$ cat src/rtl/fp_align_if.sv
// fp_align_if: operand/result bundle for the fp_align exponent-alignment block.
//   Requester side (master) drives START, MODE_FP, MANT_A/B, EXP_A/B.
//   Aligner side (slave) drives mant_big, mant_small, exp, swapped, sticky,
//   exp_err, busy and done.
interface fp_align_if;
  logic        START;
  logic        MODE_FP;
  logic [48:0] MANT_A;
  logic [48:0] MANT_B;
  logic [8:0]  EXP_A;
  logic [8:0]  EXP_B;
  logic [48:0] mant_big;
  logic [48:0] mant_small;
  logic [8:0]  exp;
  logic        swapped;
  logic        sticky;
  logic        exp_err;
  logic        busy;
  logic        done;

  modport master (
    output START, MODE_FP, MANT_A, MANT_B, EXP_A, EXP_B,
    input  mant_big, mant_small, exp, swapped, sticky, exp_err, busy, done
  );

  modport slave (
    input  START, MODE_FP, MANT_A, MANT_B, EXP_A, EXP_B,
    output mant_big, mant_small, exp, swapped, sticky, exp_err, busy, done
  );
endinterface

$ cat src/rtl/fp_align.sv
// fp_align: aligns two floating-point mantissas to a common exponent.
//   CLK   - clock, rising edge active
//   RST_N - asynchronous active-low reset
//   bus   - fp_align_if.slave: operands in; aligned result, sticky, exp_err,
//           busy and a one-cycle done pulse out.
// The smaller-exponent mantissa is shifted right one bit per cycle in SHIFT;
// differences of 49 or more collapse straight to zero plus sticky.
module fp_align (
  input  logic        CLK,
  input  logic        RST_N,
  fp_align_if.slave   bus
);

  typedef enum logic [1:0] {
    IDLE  = 2'd0,
    SHIFT = 2'd1,
    DONE  = 2'd2
  } state_t;

  state_t      state_q, state_d;
  logic [48:0] mant_big_q, mant_big_d;
  logic [48:0] mant_small_q, mant_small_d;
  logic [8:0]  exp_q, exp_d;
  logic        swapped_q, swapped_d;
  logic        sticky_q, sticky_d;
  logic        exp_err_q, exp_err_d;
  logic        busy_q, busy_d;
  logic        done_q, done_d;
  logic [5:0]  count_q, count_d;

  logic        swap_s;
  logic [48:0] in_big_mant_s;
  logic [48:0] in_small_mant_s;
  logic [8:0]  in_big_exp_s;
  logic [8:0]  in_small_exp_s;
  logic [8:0]  diff_s;
  logic [8:0]  max_exp_s;

  // Operand ordering: ties keep A as the big operand.
  assign swap_s          = (bus.EXP_A < bus.EXP_B);
  assign in_big_mant_s   = swap_s ? bus.MANT_B : bus.MANT_A;
  assign in_small_mant_s = swap_s ? bus.MANT_A : bus.MANT_B;
  assign in_big_exp_s    = swap_s ? bus.EXP_B  : bus.EXP_A;
  assign in_small_exp_s  = swap_s ? bus.EXP_A  : bus.EXP_B;
  assign diff_s          = in_big_exp_s - in_small_exp_s;
  assign max_exp_s       = bus.MODE_FP ? 9'd254 : 9'd30;

  // Next-state and next-output computation.
  always_comb begin
    state_d      = state_q;
    mant_big_d   = mant_big_q;
    mant_small_d = mant_small_q;
    exp_d        = exp_q;
    swapped_d    = swapped_q;
    sticky_d     = sticky_q;
    exp_err_d    = exp_err_q;
    busy_d       = busy_q;
    done_d       = 1'b0;
    count_d      = count_q;
    case (state_q)
      IDLE: begin
        if (bus.START) begin
          mant_big_d = in_big_mant_s;
          exp_d      = in_big_exp_s;
          swapped_d  = swap_s;
          sticky_d   = 1'b0;
          exp_err_d  = (bus.EXP_A > max_exp_s) || (bus.EXP_B > max_exp_s);
          busy_d     = 1'b1;
          if (diff_s == 9'd0) begin
            mant_small_d = in_small_mant_s;
            count_d      = 6'd0;
            done_d       = 1'b1;
            state_d      = DONE;
          end else if (diff_s >= 9'd49) begin
            // Every bit would be shifted out: skip the walk entirely.
            mant_small_d = 49'd0;
            sticky_d     = |in_small_mant_s;
            count_d      = 6'd0;
            done_d       = 1'b1;
            state_d      = DONE;
          end else begin
            mant_small_d = in_small_mant_s;
            count_d      = diff_s[5:0];
            state_d      = SHIFT;
          end
        end else begin
          state_d = IDLE;
        end
      end
      SHIFT: begin
        mant_small_d = {1'b0, mant_small_q[48:1]};
        sticky_d     = sticky_q | mant_small_q[0];
        count_d      = count_q - 6'd1;
        if (count_q == 6'd1) begin
          done_d  = 1'b1;
          state_d = DONE;
        end else begin
          state_d = SHIFT;
        end
      end
      DONE: begin
        busy_d  = 1'b0;
        state_d = IDLE;
      end
      default: begin
        busy_d  = 1'b0;
        count_d = 6'd0;
        state_d = IDLE;
      end
    endcase
  end

  // State and output registers with asynchronous clear.
  always_ff @(posedge CLK or negedge RST_N) begin
    if (!RST_N) begin
      state_q      <= IDLE;
      mant_big_q   <= 49'd0;
      mant_small_q <= 49'd0;
      exp_q        <= 9'd0;
      swapped_q    <= 1'b0;
      sticky_q     <= 1'b0;
      exp_err_q    <= 1'b0;
      busy_q       <= 1'b0;
      done_q       <= 1'b0;
      count_q      <= 6'd0;
    end else begin
      state_q      <= state_d;
      mant_big_q   <= mant_big_d;
      mant_small_q <= mant_small_d;
      exp_q        <= exp_d;
      swapped_q    <= swapped_d;
      sticky_q     <= sticky_d;
      exp_err_q    <= exp_err_d;
      busy_q       <= busy_d;
      done_q       <= done_d;
      count_q      <= count_d;
    end
  end

  assign bus.mant_big   = mant_big_q;
  assign bus.mant_small = mant_small_q;
  assign bus.exp        = exp_q;
  assign bus.swapped    = swapped_q;
  assign bus.sticky     = sticky_q;
  assign bus.exp_err    = exp_err_q;
  assign bus.busy       = busy_q;
  assign bus.done       = done_q;

endmodule

$ cat src/flat_wrapper.sv
// flat-port wrapper written by rule: the top's interface ports become plain ports
module fp_align_flat 
  (CLK, RST_N, bus_START, bus_MODE_FP, bus_MANT_A, bus_MANT_B, bus_EXP_A, bus_EXP_B, bus_mant_big, bus_mant_small, bus_exp, bus_swapped, bus_sticky, bus_exp_err, bus_busy, bus_done);
  fp_align_if bus_i ();
  input  logic CLK;
  input  logic RST_N;
  input wire logic [$bits(bus_i.START)-1:0] bus_START;
  input wire logic [$bits(bus_i.MODE_FP)-1:0] bus_MODE_FP;
  input wire logic [$bits(bus_i.MANT_A)-1:0] bus_MANT_A;
  input wire logic [$bits(bus_i.MANT_B)-1:0] bus_MANT_B;
  input wire logic [$bits(bus_i.EXP_A)-1:0] bus_EXP_A;
  input wire logic [$bits(bus_i.EXP_B)-1:0] bus_EXP_B;
  output wire logic [$bits(bus_i.mant_big)-1:0] bus_mant_big;
  output wire logic [$bits(bus_i.mant_small)-1:0] bus_mant_small;
  output wire logic [$bits(bus_i.exp)-1:0] bus_exp;
  output wire logic [$bits(bus_i.swapped)-1:0] bus_swapped;
  output wire logic [$bits(bus_i.sticky)-1:0] bus_sticky;
  output wire logic [$bits(bus_i.exp_err)-1:0] bus_exp_err;
  output wire logic [$bits(bus_i.busy)-1:0] bus_busy;
  output wire logic [$bits(bus_i.done)-1:0] bus_done;
  assign bus_i.START = bus_START;
  assign bus_i.MODE_FP = bus_MODE_FP;
  assign bus_i.MANT_A = bus_MANT_A;
  assign bus_i.MANT_B = bus_MANT_B;
  assign bus_i.EXP_A = bus_EXP_A;
  assign bus_i.EXP_B = bus_EXP_B;
  assign bus_mant_big = bus_i.mant_big;
  assign bus_mant_small = bus_i.mant_small;
  assign bus_exp = bus_i.exp;
  assign bus_swapped = bus_i.swapped;
  assign bus_sticky = bus_i.sticky;
  assign bus_exp_err = bus_i.exp_err;
  assign bus_busy = bus_i.busy;
  assign bus_done = bus_i.done;
  fp_align u_core (.CLK(CLK), .RST_N(RST_N), .bus(bus_i));
endmodule
$ cat config.mk
export PLATFORM = sky130hd
export DESIGN_NAME = fp_align_flat
export DESIGN_NICKNAME = d
export VERILOG_FILES = /design/src/rtl/fp_align_if.sv /design/src/rtl/fp_align.sv /design/src/flat_wrapper.sv
export SDC_FILE = /design/constraint.sdc
export NUM_CORES = 1
export LEC_CHECK = 0
export CAP_MARGIN = 20
export CORE_UTILIZATION = 47
export DETAILED_ROUTE_END_ITERATION = 7
export HOLD_SLACK_MARGIN = 0.02
export MAX_ROUTING_LAYER = met4
export PLACE_DENSITY_LB_ADDON = 0.15
export SYNTH_ARGS = -nofsm -noshare
export SYNTH_HDL_FRONTEND = slang
export SYNTH_SLANG_ARGS = --single-unit
$ cat constraint.sdc
create_clock -name CLK -period 1.9 [get_ports CLK]
set_clock_uncertainty 0.1 [all_clocks]
set_input_delay 0.19 -clock CLK [delete_from_list [all_inputs] [get_ports CLK]]
set_output_delay 0.19 -clock CLK [all_outputs]
set_load 0.01 [all_outputs]
==> impl_metrics.sql, run 1 <==
INSERT INTO impl_metrics (metric_group, metric, value, unit) VALUES
('outcome', 'status', 'finished with violations', ''),
('outcome', 'violations', 'negative setup slack', ''),
('global_routing', 'maximum_number_of_pins_on_one_net_before_global_route_repair', '65', ''),
('worst_setup_path', 'worst-endpoint-required', '2120', 'ps'),
('run', 'timing.max_cap.violations', '0', ''),
('worst_setup_path', 'biggest_cell_delay_along_the_critical_path', '290', 'ps'),
('yosys', 'synth_fa_ha_area_frac', '0.0324', ''),
('sta', 'hold_viol', '0', ''),
('sta', 'finalSetupViolCount', '58', ''),
('final_layout', 'stdcell_area', '12100', 'sq um'),
('yosys', 'synthesis.area_per_instance', '9.08', 'sq um'),
('sta', 'layout_worst_path_cycle_share', '1.71', ''),
('hold_path', 'holdCritPathClass', 'input port to register', ''),
('final_layout', 'num-nets-final', '1305', ''),
('hold_path', 'hold_path_origin', 'bus_EXP_B[2]', ''),
('final_layout', 'n_antenna_cell', '0', ''),
('worst_setup_path', 'worst-path-max-fanout', '7', ''),
('clock_tree', 'clk_root_buffer_cell', 'clkbuf_16', ''),
('yosys', 'synth-edff-count', '0', ''),
('yosys', 'synth_top_area_cell', 'dfrtp_1', ''),
('worst_setup_path', 'path_class', 'input port to register', ''),
('yosys', 'synthMostInstantiatedCell', 'nand2_1', ''),
('worst_setup_path', 'r2r_cells', '9', ''),
('sta', 'post-route-worst-setup-slack', '-1360', 'ps'),
('yosys', 'synth.yosys.seq_area_share', '0.429', ''),
('yosys', 'synth.cell_area', '6950', 'sq um'),
('sta', 'slew_viol_final', '0', ''),
('detailed_routing', 'wl_met1', '10900', 'um'),
('yosys', 'synth.net_count', '903', ''),
('power', 'total_power', '9.10', 'mW'),
('yosys', 'postSynth.topFlopCell', 'dfrtp_1', ''),
('detailed_routing', 'dr.pass1.iters', '5', ''),
('die', 'io-pin-count', '232', ''),
('die', 'floorplan.die.height', '124', 'um'),
('clock_tree', 'cts.reportedPaths.clkPinSlew', '60', 'ps'),
('sta', 'rsz0062_at_grt', 'yes', ''),
('yosys', 'post_syn_instances', '765', ''),
('sta', 'setup_tns', '-71340', 'ps'),
('detailed_routing', 'viasPerCell', '6.04', ''),
('worst_setup_path', 'worst_setup_path_start_kind', 'input port', ''),
('detailed_routing', 'drt-total-wl', '28000', 'um'),
('sta', 'fmax', '307', 'MHz'),
('detailed_routing', 'routed-wl-met2', '13500', 'um'),
('die', 'fp.dieArea', '15300', 'sq um'),
('clock_tree', 'cts.path.max_buffers', '2', ''),
('yosys', 'ys_warn_count', '0', ''),
('place', 'port_buffers', '231', ''),
('hold_path', 'worst_hold_path.endpoint', 'u_core.bus.exp[2]', ''),
('clock_tree', 'tritoncts.num_buffers', '17', ''),
('yosys', 'ys_ff_latch', '119', ''),
('place', 'routabilityCongestion', '0.887', ''),
('detailed_routing', 'met3WireLength', '2270', 'um'),
('global_routing', 'grt_first_pass_wirelength', '39800', 'um'),
('worst_setup_path', 'rr_endpoint', 'u_core.bus.mant_small[37]', ''),
('sta', 'worst_slew_margin_rel', '0.534', ''),
('worst_setup_path', 'cp.buffers_inverters', '8', ''),
('global_routing', 'grt_pass1_vias', '7763', ''),
('power', 'vdd_drop_max', '0.703', 'mV'),
('yosys', 'yosys-mux-area-fraction', '0.0765', ''),
('power', 'power_density', '755', 'nW/um^2'),
('place', 'dp_hpwl', '17700', 'um'),
('place', 'post-place-ws', '-1990', 'ps'),
('hold_path', 'whs_path_depth', '4', ''),
('yosys', 'synth_async_reset_ratio', '1.00', ''),
('die', 'fp.dieW', '124', 'um'),
('detailed_routing', 'highest_layer', 'met4', ''),
('final_layout', 'fraction_of_final_layout_cells_with_drive_strength_greater_than_1', '0.301', ''),
('die', 'core-area', '14500', 'sq um'),
('clock_tree', 'number_of_levels_the_h_tree_was_split_into', '4', ''),
('detailed_routing', 'post-route-drc-count', '0', ''),
('yosys', 'synth_top_area_frac', '0.429', '');
==> how the worst max path moves through the flow <==
stage / from / end / slack, ps / depth (start not counted)
after floorplan: bus_EXP_A[4] / u_core.bus.mant_small[10] / -1580 / 18
after global placement: bus_EXP_B[4] / u_core.bus.mant_small[42] / -1940 / 17
after detailed placement: bus_EXP_B[4] / u_core.bus.mant_small[43] / -1990 / 17
after CTS: bus_EXP_B[4] / u_core.bus.mant_small[10] / -1070 / 18
after global routing: bus_EXP_B[1] / u_core.bus.mant_small[37] / -1400 / 20
final: bus_EXP_B[8] / u_core.count_q[1] / -1360 / 19
==> worst reg2reg max path: stages (launching register included) <==
cell,delay [ps]
dfrtp_1,430
inv_1,90
nand2_1,100
nor2_4,280
nand3_4,130
buf_6,140
buf_6,120
buf_6,130
buf_16,130
o21ai_2,110
==> where the power goes <==
| group | switching (mW) | internal [mW] | leakage, nW |
|---|---|---|---|
| registers | 0.138 | 2.74 | 1.56 |
| clock network | 1.17 | 1.87 | 0.266 |
| logic | 1.61 | 1.56 | 3.57 |
| total | 2.93 | 6.17 | 5.40 |
==> sequential cells by signal, indices dropped and copies added (netlist names), 6 cells and up <==
signal,count
u_core.bus.mant_big,49
u_core.bus.mant_small,49
u_core.bus.exp,9
u_core.count_q,6
==> timing repair <==
item                                   4_1_cts  5_1_grt
resized for setup                          118       45
setup endpoints to repair                  118       84
pin swaps                                   27       21
buffers inserted                            25        5
hold buffers                                 1        0
endpoints found under the hold margin       29        0
cloned                                       7        1
==> metal layers <==
layer / vias up / track usage
li1: 3634 / -
met1: 3958 / 0.424
met2: 508 / 0.570
met3: 128 / 0.0714
met4: 0 / 0.174
met5: - / -
==> area by class of cell <==
class	instances	area [sq um]
timing repair buffer	433	4150
multi-input combinational	578	4060
sequential	119	2980
fill	836	2430
clock buffer	21	470
tap	184	230
clock inverter	9	77.6
inverter	18	77.6
==> kinds of logic (layout without fill, tap and decap cells) <==
family / count (synthesis) / after routing
AOI/OAI and AO/OA: 218 / 218
xor gates and xnor gates: 6 / 6
adders and majority gates: 18 / 18
buffers and inverters: 69 / 481
DFF: 119 / 119
muxes: 53 / 53
and+or+nand+nor: 282 / 283
==> cell usage in the layout (no fill, tap or decap), drive strengths merged, types with 3 or more instances in the layout <==
master / Yosys / layout
dfrtp: 119 / 119
o221ai: 5 / 5
a21o: 3 / 3
a211o: 3 / 3
and3: 4 / 4
clkdlybuf4s50: 0 / 212
nand4: 9 / 9
inv: 18 / 18
a31oi: 60 / 60
a22oi: 51 / 51
clkbuf: 40 / 22
nand2b: 4 / 4
clkinv: 0 / 5
o21ai: 64 / 64
xor2: 4 / 4
or4: 4 / 4
nand2: 139 / 139
buf: 11 / 214
nor4: 23 / 23
nor3: 5 / 5
nand3: 7 / 8
a21oi: 15 / 15
nor2: 70 / 70
ha: 18 / 18
mux2i: 52 / 52
nor2b: 4 / 4
clkinvlp: 0 / 3
clkdlybuf4s15: 0 / 4
(Power assumes the default switching activity.)
==> run 2, diff against run 1 <==
--- a/config.mk
+++ b/config.mk
@@ -5,8 +5,10 @@
 export SDC_FILE = /design/constraint.sdc
 export NUM_CORES = 1
 export LEC_CHECK = 0
+export ABC_CLOCK_PERIOD_IN_PS = 1900
 export CAP_MARGIN = 20
 export CORE_UTILIZATION = 47
+export CTS_CLUSTER_DIAMETER = 150
 export DETAILED_ROUTE_END_ITERATION = 7
 export HOLD_SLACK_MARGIN = 0.02
 export MAX_ROUTING_LAYER = met4
==> results of run 2 <==
No change in the layout: final DEF, timing and power equal those of run 1.
